File: config.mk
export PLATFORM = sky130hd
export DESIGN_NAME = seg7_scan_reader
export DESIGN_NICKNAME = d
export VERILOG_FILES = /design/src/rtl/seg7_pkg.sv /design/src/rtl/seg7_to_hex.sv /design/src/rtl/seg7_scan_reader.sv
export SDC_FILE = /design/constraint.sdc
export NUM_CORES = 1
export LEC_CHECK = 0
export CAP_MARGIN = 20
export CORE_UTILIZATION = 35
export CTS_CLUSTER_DIAMETER = 60
export DETAILED_ROUTE_END_ITERATION = 16
export PLACE_DENSITY = 0.49
export SKIP_LAST_GASP = 1
export SLEW_MARGIN = 0
export SYNTH_ARGS = -nofsm -noshare
export SYNTH_HDL_FRONTEND = slang
export SYNTH_SLANG_ARGS = --single-unit
File: constraint.sdc
create_clock -name clk -period 4.35 [get_ports clk]
set_clock_uncertainty 0.15 [all_clocks]
set_input_delay 1.0875 -clock clk [delete_from_list [all_inputs] [get_ports clk]]
set_output_delay 1.0875 -clock clk [all_outputs]
set_load 0.1 [all_outputs]
File: src/rtl/seg7_pkg.sv
// Shared constants for active-low 7-segment glyphs and the scan reader FSM.
package seg7_pkg;

    // Segment bit positions within seg_n, format {g,f,e,d,c,b,a}
    localparam int SEG_A = 0;
    localparam int SEG_B = 1;
    localparam int SEG_C = 2;
    localparam int SEG_D = 3;
    localparam int SEG_E = 4;
    localparam int SEG_F = 5;
    localparam int SEG_G = 6;

    localparam logic [6:0] SEG_0     = 7'b1000000;
    localparam logic [6:0] SEG_1     = 7'b1111001;
    localparam logic [6:0] SEG_2     = 7'b0100100;
    localparam logic [6:0] SEG_3     = 7'b0110000;
    localparam logic [6:0] SEG_4     = 7'b0011001;
    localparam logic [6:0] SEG_5     = 7'b0010010;
    localparam logic [6:0] SEG_6     = 7'b0000010;
    localparam logic [6:0] SEG_7     = 7'b1111000;
    localparam logic [6:0] SEG_8     = 7'b0000000;
    localparam logic [6:0] SEG_9     = 7'b0010000;
    localparam logic [6:0] SEG_A_HEX = 7'b0001000;
    localparam logic [6:0] SEG_B_HEX = 7'b0000011;
    localparam logic [6:0] SEG_C_HEX = 7'b1000110;
    localparam logic [6:0] SEG_D_HEX = 7'b0100001;
    localparam logic [6:0] SEG_E_HEX = 7'b0000110;
    localparam logic [6:0] SEG_F_HEX = 7'b0001110;
    localparam logic [6:0] SEG_BLANK = 7'b1111111;

    typedef enum logic [1:0] {
        COLLECT,
        FRAME,
        PRESENT
    } state_t;

endpackage

File: src/rtl/seg7_to_hex.sv
// Combinational decoder from an active-low 7-segment glyph back to its hex value.
module seg7_to_hex
    import seg7_pkg::*;
(
    input  logic [6:0] seg_n,
    output logic [3:0] val,
    output logic       err
);

    always_comb begin
        val = 4'h0;
        err = 1'b0;
        case (seg_n)
            SEG_0:     val = 4'h0;
            SEG_1:     val = 4'h1;
            SEG_2:     val = 4'h2;
            SEG_3:     val = 4'h3;
            SEG_4:     val = 4'h4;
            SEG_5:     val = 4'h5;
            SEG_6:     val = 4'h6;
            SEG_7:     val = 4'h7;
            SEG_8:     val = 4'h8;
            SEG_9:     val = 4'h9;
            SEG_A_HEX: val = 4'hA;
            SEG_B_HEX: val = 4'hB;
            SEG_C_HEX: val = 4'hC;
            SEG_D_HEX: val = 4'hD;
            SEG_E_HEX: val = 4'hE;
            SEG_F_HEX: val = 4'hF;
            default:   err = 1'b1;
        endcase
    end

endmodule

File: src/rtl/seg7_scan_reader.sv
// Reconstructs digit values from a multiplexed 7-segment bus and presents
// frame-stable snapshots on a valid/ready interface.
module seg7_scan_reader
    import seg7_pkg::*;
#(
    parameter int N_DIGITS      = 4,
    parameter int SETTLE        = 4,
    parameter int STABLE_FRAMES = 2
) (
    input  logic                  clk,
    input  logic                  rst_n,
    input  logic [6:0]            seg_n,
    input  logic [N_DIGITS-1:0]   an_n,
    output logic [4*N_DIGITS-1:0] out_data,
    output logic [N_DIGITS-1:0]   out_err,
    output logic                  out_valid,
    input  logic                  out_ready,
    output logic                  ovr
);

    localparam logic [7:0] SETTLE_MAX  = 8'(SETTLE);
    localparam logic [7:0] SETTLE_FIRE = 8'(SETTLE - 2);
    localparam logic [3:0] MATCH_MAX   = 4'(STABLE_FRAMES);

    logic [6:0]            r_segMeta, r_segSync, r_segPrev;
    logic [N_DIGITS-1:0]   r_anMeta, r_anSync, r_anPrev;
    logic [7:0]            r_settleCnt;
    logic [4*N_DIGITS-1:0] r_digits, r_prevDigits, r_outData;
    logic [N_DIGITS-1:0]   r_errs, r_prevErrs, r_outErr, r_seen;
    logic [3:0]            r_matchCnt;
    logic                  r_outValid, r_ovr, r_havePresented;
    state_t                r_state, w_stateNext;

    logic [3:0]            w_val;
    logic                  w_decErr;
    logic                  w_same, w_oneHot, w_capture;
    logic                  w_frameEqual, w_sameAsShown, w_qualify;
    logic [3:0]            w_matchNext;
    logic                  w_isFrame, w_isPresent, w_drop;

    seg7_to_hex u_dec (
        .seg_n (r_segSync),
        .val   (w_val),
        .err   (w_decErr)
    );

    always_ff @(posedge clk or negedge rst_n) begin
        if (!rst_n) begin
            r_segMeta <= '0;
            r_segSync <= '0;
            r_segPrev <= '0;
            r_anMeta  <= '0;
            r_anSync  <= '0;
            r_anPrev  <= '0;
        end else begin
            r_segMeta <= seg_n;
            r_segSync <= r_segMeta;
            r_segPrev <= r_segSync;
            r_anMeta  <= an_n;
            r_anSync  <= r_anMeta;
            r_anPrev  <= r_anSync;
        end
    end

    // Capture on the SETTLE-th identical sample; saturation keeps it to one per dwell.
    assign w_same    = ({r_segSync, r_anSync} == {r_segPrev, r_anPrev});
    assign w_oneHot  = ($countones(~r_anSync) == 1);
    assign w_capture = w_same && (r_settleCnt == SETTLE_FIRE) && w_oneHot;

    always_ff @(posedge clk or negedge rst_n) begin
        if (!rst_n) begin
            r_settleCnt <= '0;
        end else if (!w_same) begin
            r_settleCnt <= '0;
        end else if (r_settleCnt < SETTLE_MAX) begin
            r_settleCnt <= r_settleCnt + 8'd1;
        end
    end

    assign w_frameEqual  = ({r_digits, r_errs} == {r_prevDigits, r_prevErrs});
    assign w_matchNext   = !w_frameEqual ? 4'd1 :
                           (r_matchCnt >= MATCH_MAX) ? MATCH_MAX : r_matchCnt + 4'd1;
    assign w_sameAsShown = r_havePresented && ({r_digits, r_errs} == {r_outData, r_outErr});
    assign w_qualify     = (r_state == FRAME) && (w_matchNext == MATCH_MAX) && !w_sameAsShown;

    always_ff @(posedge clk or negedge rst_n) begin
        if (!rst_n) begin
            r_state <= COLLECT;
        end else begin
            r_state <= w_stateNext;
        end
    end

    always_comb begin
        w_stateNext = r_state;
        case (r_state)
            COLLECT: if (&r_seen) w_stateNext = FRAME;
            FRAME:   w_stateNext = (w_qualify && !r_outValid) ? PRESENT : COLLECT;
            PRESENT: w_stateNext = COLLECT;
            default: w_stateNext = COLLECT;
        endcase
    end

    always_comb begin
        w_isFrame   = (r_state == FRAME);
        w_isPresent = (r_state == PRESENT);
        w_drop      = w_qualify && r_outValid;
    end

    // Captures run in every state, so a digit settling during FRAME seeds the next frame.
    always_ff @(posedge clk or negedge rst_n) begin
        if (!rst_n) begin
            r_digits <= '0;
            r_errs   <= '0;
            r_seen   <= '0;
        end else begin
            for (int i = 0; i < N_DIGITS; i++) begin
                if (w_capture && !r_anSync[i]) begin
                    r_digits[4*i +: 4] <= w_val;
                    r_errs[i]          <= w_decErr;
                end
            end
            if (w_isFrame) begin
                r_seen <= w_capture ? ~r_anSync : '0;
            end else if (w_capture) begin
                r_seen <= r_seen | ~r_anSync;
            end
        end
    end

    always_ff @(posedge clk or negedge rst_n) begin
        if (!rst_n) begin
            r_prevDigits <= '0;
            r_prevErrs   <= '0;
            r_matchCnt   <= '0;
        end else if (w_isFrame) begin
            r_prevDigits <= r_digits;
            r_prevErrs   <= r_errs;
            r_matchCnt   <= w_matchNext;
        end
    end

    always_ff @(posedge clk or negedge rst_n) begin
        if (!rst_n) begin
            r_outData       <= '0;
            r_outErr        <= '0;
            r_outValid      <= 1'b0;
            r_havePresented <= 1'b0;
            r_ovr           <= 1'b0;
        end else begin
            r_ovr <= w_drop;
            if (w_isPresent) begin
                r_outData       <= r_prevDigits;
                r_outErr        <= r_prevErrs;
                r_outValid      <= 1'b1;
                r_havePresented <= 1'b1;
            end else if (r_outValid && out_ready) begin
                r_outValid <= 1'b0;
            end
        end
    end

    assign out_data  = r_outData;
    assign out_err   = r_outErr;
    assign out_valid = r_outValid;
    assign ovr       = r_ovr;

endmodule
==> reports/metrics.cfg <==
[clocking]
hold_buffers = 0
cts-resized-gates = 0
cts_sinks = 114
htreeDepth = 4
cts_tree = built
ctsLongestPathBuffers = 2
post-cts-setup-buffers = 0
insertion_delay_ns = 0.42
clockRootBuffer = clkbuf_16
cts_made_buffers = 17
clk_pin_slew_worst_paths_ns = 0.05

[synth]
yosysWarnings = 0
yosys_most_used_dff = dfrtp_1
synth_top_family_by_area = simple AND/OR/NAND/NOR gates
synthAdderAreaFrac_pct = 1.94
syn-instance-count = 410
yosysSeqAreaShare_pct = 58.2
synth-edff-count = 0
synth.distinct_cells = 47
synth_compound_area_share_pct = 4.72
synth-async-reset-ratio_pct = 100
avgSynthCellArea_um2 = 12.0
synth_xor_area_share_pct = 9.46
synthSimpleGateAreaFrac_pct = 13.6
synth_area_mm2 = 0.00490
syn-num-nets = 431
synthMuxAreaShare_pct = 8.98
ys_ff_latch = 114

[power]
power_leakage_uw = 0.00289
ir_drop_v = 0.000312
power_frac_comb_pct = 2.6
total_power_uw = 2590
p_sw_uw = 556
p_int_uw = 2040
seqPwrFrac_pct = 42.3
p_clk_share_pct = 55.1
p_per_area_mw_per_mm2 = 427
p_sw_share_pct = 21.5

[finish]
fin_util_pct = 45.1
drive_gt1_share_pct = 16.1
areaGrowthSynthToFinish_pct = 23.6
n_antenna_cell = 0
final_nets = 473

[timing]
fmax_mhz = 292
layout_min_cycle_time_ns = 3.43
finalSetupViolCount = 0
tightest_slew_ns = 1.04
rsz0062_at_grt = false
final_max_slew_viol_count = 0
timing.final.crit_share_pct = 78.7
hold_viol_final = 0
setup_ws_ns = 0.925
slew_headroom_pct = 30.5
setup_tns_ns = 0

[routing]
wl_um = 10100
drcViolationCount = 0
drtPass1Iterations = 4
drtIter0Drc = 114
vias = 3078
via_per_inst = 4.80
wl_per_cell_um = 15.8
detail-route-antenna-nets = 0

[min_path]
hp-class = register to register
min_path_cells = 0
min_from = r_anMeta[3]
hold_end = r_anSync[3]

[floorplanning]
io_pins = 36
rows = 42
die_width_um = 120
core_mm2 = 0.0135
dieArea_mm2 = 0.0145
initial_core_util_pct = 36.5
die_y_um = 120

[critical_path]
reg2reg_to = r_digits[6]
cp-end-kind = register
start_kind = register
critPathKind = register to register
critical_path_required_ns = 4.49
arrival_ns = 3.57
crit_top_cell = ha_1
rr_worst_depth = 7
r2r_slack_ns = 0.92
crit_chain = fa_1 > inv_1 > ha_1 > ha_1 > or4bb_1 > nor4_2 > mux2_2
cp_max_fo = 6
slowest_delay_ns = 0.65
slowest_stage = or4bb_1
r2r-start = r_anSync[0]

[place]
io_buffer_count = 35
place_hpwl_um = 6780
place_worst_setup_slack_ns = 0.902
place.gp.congestion = 0.722

[global_route]
antenna_found_initial = 0
grt_max_degree = 72
gr-total-overflow = 0
grt_pass1_vias = 2970
grt_use_total_pct = 15.2
grt_pass1_wl_um = 16200

[flow_run]
drv_cap = 0

[outcome]
status = finished clean

## how the worst max path moves through the flow
| stage | from | end | slack, ns | cells after the start |
|---|---|---|---|---|
| after floorplan | r_anSync[0] | r_digits[10] | 1.14 | 8 |
| after global placement | r_anSync[0] | r_digits[6] | 0.95 | 7 |
| after detailed placement | r_anSync[0] | r_digits[6] | 0.90 | 7 |
| after CTS | r_anSync[0] | r_digits[6] | 0.88 | 7 |
| after global routing | r_anSync[0] | r_digits[7] | 0.78 | 7 |
| final | r_anSync[0] | r_digits[6] | 0.92 | 7 |
## per-stage QoR
step,area [um2],cells,hold WS [ns]
after global placement,5450,609,0.182
final,6060,641,0.190
after floorplan,4900,410,0.181
after global routing,6060,641,0.189
after CTS,6060,641,0.192
after detailed placement,5450,609,0.185
## cells by family (layout without fill, tap and decap cells)
logic type	after synthesis	count (layout)
AOI/OAI and AO/OA	36	36
xor gates and xnor gates	53	53
adders and majority gates	7	7
buffers and inverters	39	94
DFF	114	114
muxes	40	40
and+or+nand+nor	121	121
## cell type report
class                      instances  area (um2)
clock inverter                    12         156
timing repair buffer              40         398
tap                              176         220
clock buffer                      20         457
fill                            1302        7390
sequential                       114        2850
multi-input combinational        257        1900
inverter                          22        82.6
## cell usage in the layout, fill, tap and decap left out, drive strengths merged, types with 8 or more instances in the layout
cell type,Yosys,routed
dfrtp,114,114
nand2,47,47
clkdlybuf4s50,0,34
xor2,32,32
mux2,32,32
inv,22,23
xnor2,21,21
clkbuf,8,20
nor2,16,16
nor4,16,16
o21ai,12,12
nand4,8,8
mux2i,8,8
## synth_stat cells (all sizes together) (8+ instances only)
library cell / count / area share [%]
mux2: 32 / 7.3
nor2: 16 / 1.2
inv: 22 / 1.7
clkbuf: 8 / 0.61
mux2i: 8 / 1.6
nand4: 8 / 1.0
xor2: 32 / 5.7
nand2: 47 / 3.6
xnor2: 21 / 3.8
buf: 9 / 0.87
o21ai: 12 / 1.2
nor4: 16 / 2.9
dfrtp: 114 / 58
## metal layers
| layer | global-route usage [%] | wire length [um] |
|---|---|---|
| met1 | 19.8 | 4800 |
| met2 | 23.5 | 4730 |
| met5 | 0 | 0 |
| met3 | 4.20 | 370 |
| met4 | 7.18 | 194 |
## worst max-delay path: cells and delay by family (launching register included)
kind / cells / cell delay (ns)
simple gates: 2 / 1.26
fa+ha+maj: 3 / 0.99
flops: 1 / 0.45
mux: 1 / 0.40
buf+inv: 1 / 0.04
## sequential cells by signal (all words and copies together), names as in the netlist, 7 cells and up
register	count
out_data	16
r_digits	16
r_prevDigits	16
r_segMeta	7
r_segPrev	7
r_segSync	7
r_settleCnt	8
## power groups by stage
stage               clock network (uW)  registers (uW)  logic (uW)
floorplan                            0            1100        33.7
global placement                     0            1110        68.7
detailed placement                   0            1110        69.8
CTS                               1460            1100        70.1
global route                      1510            1100        77.0
finish                            1430            1100        66.8
No activity file was read; power rests on OpenSTA's default activity.
